==> config.mk <==
export PLATFORM = sky130hd
export DESIGN_NAME = ps2_rx_flat
export DESIGN_NICKNAME = d
export VERILOG_FILES = /design/src/rtl/ps2_rx_if.sv /design/src/rtl/ps2_rx.sv /design/src/flat_wrapper.sv
export SDC_FILE = /design/constraint.sdc
export NUM_CORES = 1
export LEC_CHECK = 0
export CORE_MARGIN = 5
export CORE_UTILIZATION = 55
export DETAILED_ROUTE_END_ITERATION = 10
export GPL_TIMING_DRIVEN = 0
export PLACE_DENSITY = 0.73
export SLEW_MARGIN = 20
export SYNTH_ARGS = -nofsm -noshare
export SYNTH_HDL_FRONTEND = slang
export SYNTH_SLANG_ARGS = --single-unit
==> constraint.sdc <==
create_clock -name clk_sys -period 4.5 [get_ports clk_sys]
set_input_delay 0.675 -clock clk_sys [delete_from_list [all_inputs] [get_ports clk_sys]]
set_output_delay 0.675 -clock clk_sys [all_outputs]
set_load 0.02 [all_outputs]
==> src/rtl/ps2_rx_if.sv <==
// Pop-side bus of the PS/2 receiver: FIFO head, empty flag, pop strobe and status.
// master = receiver (drives data/status), slave = consumer (drives rd).
interface ps2_rx_if;
  logic       rd;
  logic [9:0] dout;
  logic       empty;
  logic       err;
  logic       overflow;

  modport master (input rd, output dout, empty, err, overflow);
  modport slave  (output rd, input dout, empty, err, overflow);
endinterface

==> src/rtl/ps2_rx.sv <==
// PS/2 device-to-host receiver: sync + de-glitch, 11-bit frame check, byte FIFO; PS2_RX_SCANDECODE_EN folds E0/F0 prefixes into dout[9:8].
// Latency FILTER+4 clk_sys from stop-bit fall to empty=0; no backpressure on the line, a push into a full FIFO is dropped and sets overflow.
module ps2_rx #(
  parameter int FILTER    = 8,
  parameter int TIMEOUT   = 4096,
  parameter int FIFO_BITS = 3
) (
  input  logic       clk_sys,
  input  logic       reset_n,
  input  logic       ps2_clk,
  input  logic       ps2_data,
  ps2_rx_if.master   rx
);

  localparam int DEPTH = 1 << FIFO_BITS;
  localparam int TW    = $clog2(TIMEOUT + 1);

  typedef enum logic [1:0] {IDLE, DATA, PARITY, STOP} state_t;

  logic                 clk_s1, clk_s2, dat_s1, dat_s2;
  logic [7:0]           flt_cnt;
  logic                 clk_f, clk_f_d, fall_q;
  state_t               state, state_nxt;
  logic [2:0]           bit_cnt;
  logic [7:0]           shreg;
  logic                 par_bit;
  logic [TW-1:0]        tmo_cnt;
  logic                 shift_en, par_en, frame_ok, frame_bad, tmo_hit;
  logic                 err_q, ovf_q;
  logic                 pf_vld;
  logic [9:0]           pf_dat;
  logic [FIFO_BITS:0]   wptr, rptr;
  logic [9:0]           mem [DEPTH];
  logic                 empty_w, full_w, rd_ok, wr_ok, drop;

  always_ff @(posedge clk_sys) begin
    if (!reset_n) begin
      clk_s1 <= 1'b1;
      clk_s2 <= 1'b1;
      dat_s1 <= 1'b1;
      dat_s2 <= 1'b1;
    end else begin
      clk_s1 <= ps2_clk;
      clk_s2 <= clk_s1;
      dat_s1 <= ps2_data;
      dat_s2 <= dat_s1;
    end
  end

  // Filtered clock follows the synchronised line only after FILTER agreeing samples.
  always_ff @(posedge clk_sys) begin
    if (!reset_n) begin
      flt_cnt <= '0;
      clk_f   <= 1'b1;
      clk_f_d <= 1'b1;
      fall_q  <= 1'b0;
    end else begin
      clk_f_d <= clk_f;
      fall_q  <= clk_f_d & ~clk_f;
      if (clk_s2 != clk_f) begin
        if (flt_cnt == 8'(FILTER - 1)) begin
          clk_f   <= clk_s2;
          flt_cnt <= '0;
        end else begin
          flt_cnt <= flt_cnt + 8'd1;
        end
      end else begin
        flt_cnt <= '0;
      end
    end
  end

  always_comb begin
    state_nxt = state;
    shift_en  = 1'b0;
    par_en    = 1'b0;
    frame_ok  = 1'b0;
    frame_bad = 1'b0;
    tmo_hit   = (state != IDLE) && !fall_q && (tmo_cnt == TW'(TIMEOUT));
    case (state)
      IDLE: begin
        if (fall_q && !dat_s2) state_nxt = DATA;
      end
      DATA: begin
        if (fall_q) begin
          shift_en = 1'b1;
          if (bit_cnt == 3'd7) state_nxt = PARITY;
        end
      end
      PARITY: begin
        if (fall_q) begin
          par_en    = 1'b1;
          state_nxt = STOP;
        end
      end
      STOP: begin
        if (fall_q) begin
          if (dat_s2 && (^shreg ^ par_bit)) frame_ok  = 1'b1;
          else                              frame_bad = 1'b1;
          state_nxt = IDLE;
        end
      end
      default: state_nxt = IDLE;
    endcase
    if (tmo_hit) state_nxt = IDLE;
  end

  always_ff @(posedge clk_sys) begin
    if (!reset_n) begin
      state   <= IDLE;
      bit_cnt <= '0;
      shreg   <= '0;
      par_bit <= 1'b0;
      tmo_cnt <= '0;
      err_q   <= 1'b0;
    end else begin
      state <= state_nxt;
      err_q <= frame_bad | tmo_hit;
      if (state == IDLE) bit_cnt <= '0;
      if (shift_en) begin
        shreg   <= {dat_s2, shreg[7:1]};
        bit_cnt <= bit_cnt + 3'd1;
      end
      if (par_en) par_bit <= dat_s2;
      // Counts only mid-frame; saturates so a stalled line cannot wrap it.
      if (state == IDLE || fall_q)        tmo_cnt <= '0;
      else if (tmo_cnt != TW'(TIMEOUT))   tmo_cnt <= tmo_cnt + 1'b1;
    end
  end

`ifdef PS2_RX_SCANDECODE_EN
  logic ext_f, rel_f;

  always_comb begin
    pf_vld = frame_ok && (shreg != 8'hE0) && (shreg != 8'hF0);
    pf_dat = {ext_f, rel_f, shreg};
  end

  // Prefix flags survive only until the byte they qualify is pushed or lost.
  always_ff @(posedge clk_sys) begin
    if (!reset_n) begin
      ext_f <= 1'b0;
      rel_f <= 1'b0;
    end else if (frame_bad || tmo_hit || drop) begin
      ext_f <= 1'b0;
      rel_f <= 1'b0;
    end else if (frame_ok) begin
      if (shreg == 8'hE0) begin
        ext_f <= 1'b1;
      end else if (shreg == 8'hF0) begin
        rel_f <= 1'b1;
      end else begin
        ext_f <= 1'b0;
        rel_f <= 1'b0;
      end
    end
  end
`else
  assign pf_vld = frame_ok;
  assign pf_dat = {2'b00, shreg};
`endif

  assign empty_w = (wptr == rptr);
  assign full_w  = (wptr[FIFO_BITS] != rptr[FIFO_BITS]) &&
                   (wptr[FIFO_BITS-1:0] == rptr[FIFO_BITS-1:0]);
  assign rd_ok   = rx.rd && !empty_w;
  // A pop in the same cycle frees the slot, so a full FIFO still accepts.
  assign wr_ok   = pf_vld && (!full_w || rd_ok);
  assign drop    = pf_vld && full_w && !rd_ok;

  always_ff @(posedge clk_sys) begin
    if (!reset_n) begin
      wptr  <= '0;
      rptr  <= '0;
      ovf_q <= 1'b0;
    end else begin
      if (wr_ok) wptr  <= wptr + 1'b1;
      if (rd_ok) rptr  <= rptr + 1'b1;
      if (drop)  ovf_q <= 1'b1;
    end
  end

  always_ff @(posedge clk_sys) begin
    if (wr_ok) mem[wptr[FIFO_BITS-1:0]] <= pf_dat;
  end

  assign rx.dout     = empty_w ? 10'd0 : mem[rptr[FIFO_BITS-1:0]];
  assign rx.empty    = empty_w;
  assign rx.err      = err_q;
  assign rx.overflow = ovf_q;

endmodule

==> src/flat_wrapper.sv <==
// flat-port wrapper written by rule: the top's interface ports become plain ports
module ps2_rx_flat 
#(
  parameter int FILTER    = 8,
  parameter int TIMEOUT   = 4096,
  parameter int FIFO_BITS = 3
)
  (clk_sys, reset_n, ps2_clk, ps2_data, rx_rd, rx_dout, rx_empty, rx_err, rx_overflow);
  ps2_rx_if rx_i ();
  input  logic clk_sys;
  input  logic reset_n;
  input  logic ps2_clk;
  input  logic ps2_data;
  input wire logic [$bits(rx_i.rd)-1:0] rx_rd;
  output wire logic [$bits(rx_i.dout)-1:0] rx_dout;
  output wire logic [$bits(rx_i.empty)-1:0] rx_empty;
  output wire logic [$bits(rx_i.err)-1:0] rx_err;
  output wire logic [$bits(rx_i.overflow)-1:0] rx_overflow;
  assign rx_i.rd = rx_rd;
  assign rx_dout = rx_i.dout;
  assign rx_empty = rx_i.empty;
  assign rx_err = rx_i.err;
  assign rx_overflow = rx_i.overflow;
  ps2_rx #(.FILTER(FILTER), .TIMEOUT(TIMEOUT), .FIFO_BITS(FIFO_BITS)) u_core (.clk_sys(clk_sys), .reset_n(reset_n), .ps2_clk(ps2_clk), .ps2_data(ps2_data), .rx(rx_i));
endmodule
==> reports/qor.yml <==
cells_and_area:
  antennaDiodeCount: 0
  fin_nets: 439
  layout-drive-gt1-share: 0.1514
  syn2layout_area_growth_pct: 18.46
clocking:
  cts_resized: 0
  postCtsSetupBuffers: 0
  cts_tree: "built"
  clk_latency_ns: 0.50
  htree_levels: 4
  clk_pin_slew_ns: 0.06
  cts_buffer_depth: 2
  cts_inserted_buffers: 17
  clock-sinks: 119
  clockRootBuffer: "clkbuf_8"
  hold_buffers: 0
setup_path:
  end_kind: "output pin"
  crit_type: "flop to output pin"
  arrival_ns: 2.91
  reg2reg_from: "u_core.shreg[2]"
  worstPathMaxFanout: 10
  r2r_end: "u_core.mem[3][6]"
  timing.reg2reg.setup_slack_ns: 1.53
  r2r_cells: 5
  cp.required_ns: 3.83
  start_kind: "flop"
floorplan:
  die_area_um2: 10930
  core_um2: 8721
  initial_core_util: 0.5636
  die_x_um: 104.5
  io_pins: 18
  die_h_um: 104.5
  num_rows: 34
outcome:
  status: "finished clean"
sta:
  max_slew_margin: 0.4403
  max_freq_mhz: 278.7
  fin_tns_setup_ns: 0
  worst_pin_slew_ns: 0.8350
  rsz0062_at_grt: "no"
  layout_min_cycle_time_ns: 3.588
  hold_viol: 0
  finalSetupViolCount: 0
  drv_slew: 0
  final.period_utilization: 0.7973
  hold_slack_ns: 0.4096
  clock_skew_ns: 0.01173
yosys:
  yosys.area.top_type: "edfxtp_1"
  postSynthCellCount: 387
  synthFlopType: "edfxtp_1"
  ys_ff_latch: 119
  syn-cell-area_um2: 4915
  yosysSeqAreaShare: 0.6151
  synthArstFlopShare: 0
  ys_types: 39
  synth.area.top_cells: "edfxtp_1 (39%), dfxtp_1 (22%), mux4_2 (7.3%), nor2_1 (3.1%), xor2_1 (2.9%)"
  yosys_warnings: 0
  synth.avg_cell_area_um2: 12.70
  synth_edf_count: 64
  yosysTopAreaCellShare: 0.3910
hold_path:
  hold_start: "u_core.dat_s1"
  hold_class: "flop to flop"
  hold_path_end: "u_core.dat_s2"
  hold_depth: 1
run:
  drv_cap: 0
route:
  top_layer_used: "met4"
  drt-initial-drc-count: 139
  dr_wl_met3_um: 300
  antenna_left: 0
  first_pass_iters: 4
  wl_per_cell_um: 15.71
  wirelength_um: 8544
  post-route-drc-count: 0
  wl_met2_um: 4366
  met1_length_um: 3770
  route.vias.total: 2915
  viasPerCell: 5.358
global_route:
  grt_max_degree: 17
  grt_pass1_wl_um: 14350
  grt_pass1_vias: 2962
  overflow: 0
  antenna_found_initial: 0
  grt_util_all_layers: 0.1675
place:
  hpwl_um: 5796
  place.gp.congestion: 0.7738
  io_buffers: 15
power_and_ir_drop:
  swShare: 0.1988
  irDropWorstVdd_mv: 0.3101
  cellLeakagePower_uw: 0.001978
  net-switching-power_uw: 488.0
  p_int_uw: 1966
  p_seq_frac: 0.463
  p_comb_frac: 0.006
  power_density_nw_per_um2: 421.5
  pwr-share-clk: 0.531
  power_uw: 2454
[routing by layer]
layer,track usage,vias to the layer above
li1,-,1466
met1,0.2026,1394
met2,0.2833,49
met3,0.05117,6
met4,0.06105,0
met5,0,-
[cells in the final DEF (no fill, tap or decap), types with 2 or more instances in the layout]
cell type	instances
a21oi_1	21
and3_1	4
buf_2	5
buf_4	3
bufinv_16	2
clkbuf_1	12
clkbuf_16	17
clkdlybuf4s50_1	15
clkinv_2	3
clkinv_4	5
conb_1	2
dfxtp_1	55
edfxtp_1	64
ha_1	11
inv_1	8
inv_6	2
mux2i_1	13
mux4_2	16
nand2_1	33
nand2b_1	12
nand3_1	15
nand3b_1	3
nand4_1	4
nor2_1	41
nor3_1	7
nor3_2	4
nor4_1	3
o21ai_0	3
o31ai_1	2
or3_1	5
or4_1	2
xnor2_1	12
xor2_1	16
[layout make-up]
class                           instances  area (µm²)
Buffer                                 19       87.58
Fill cell                             633        2899
Clock buffer                           19       442.9
Timing Repair Buffer                   16       155.1
Clock inverter                         13       143.9
Sequential cell                       119        3023
Multi-Input combinational cell        242        1804
Tap cell                              108       135.1
Inverter                                8       30.03
[through the flow]
step | util | cell area [µm²] | std cells | worst slack [ns]
after CTS | 0.6676 | 5822 | 544 | 0.8675
after global routing | 0.6676 | 5822 | 544 | 0.7606
after floorplan | - | 4918 | 388 | 1.706
after detailed placement | 0.6003 | 5235 | 512 | 1.435
final | 0.6676 | 5822 | 544 | 0.9121
after global placement | 0.5967 | 5204 | 511 | 0.8656
[Yosys cell counts (2+ instances only)]
cell,n
nor2_1,41
nand3_1,15
nor3_1,11
nand3b_1,3
o21ai_0,3
o31ai_1,2
xnor2_1,12
clkbuf_1,11
nor4_1,4
buf_4,3
dfxtp_1,55
mux2i_1,13
mux4_2,16
nand2_1,33
buf_2,4
xor2_1,16
nand2b_1,12
ha_1,11
inv_1,8
nand4_1,4
and3_1,4
or3_1,5
or4_1,2
edfxtp_1,64
a21oi_1,21
[flip-flops by register name (all words and copies together) (netlist names), 2 cells and up, named ones only]
signal          cells
u_core.mem         64
u_core.tmo_cnt     13
u_core.flt_cnt      8
u_core.shreg        8
u_core.rptr         4
u_core.wptr         4
u_core.bit_cnt      3
u_core.state        2
[power by group through the flow]
stage	Clock (µW)	Combinational [µW]	Sequential (µW)
floorplan	0	9.53	1160
global placement	0	15.7	1160
detailed placement	0	15.9	1160
CTS	1320	15.9	1140
global route	1380	17.5	1140
finish	1300	15.8	1140
[kinds of logic (layout without fill, tap and decap cells)]
logic type	after synthesis	count (layout)	share of synthesized area
simple gates	141	141	0.1418
flops	119	119	0.6151
xor+xnor	30	30	0.05804
mux	30	30	0.1021
compound gates	28	28	0.03029
buf+inv	27	75	0.02393
fa+ha+maj	11	11	0.02800
other cells	1	2	0.0007630
[how the worst max path moves through the flow]
stage / to / slack [ns] / cells past startpoint
after floorplan: u_core.mem[0][0] / 1.71 / 5
after global placement: u_core.mem[0][6] / 0.87 / 5
after detailed placement: rx_dout[3] / 1.43 / 6
after CTS: rx_dout[4] / 0.87 / 6
after global routing: rx_dout[3] / 0.76 / 6
final: rx_dout[4] / 0.91 / 6
[worst max-delay path: stages, from the launching register on]
cell and delay, ns:
dfxtp_1 0.30, clkbuf_1 0.34, clkbuf_1 0.51, mux4_2 0.44, mux2i_1 0.19, nor2_1 0.06, clkdlybuf4s50_1 0.55
No activity file was read; power rests on OpenSTA's default activity.
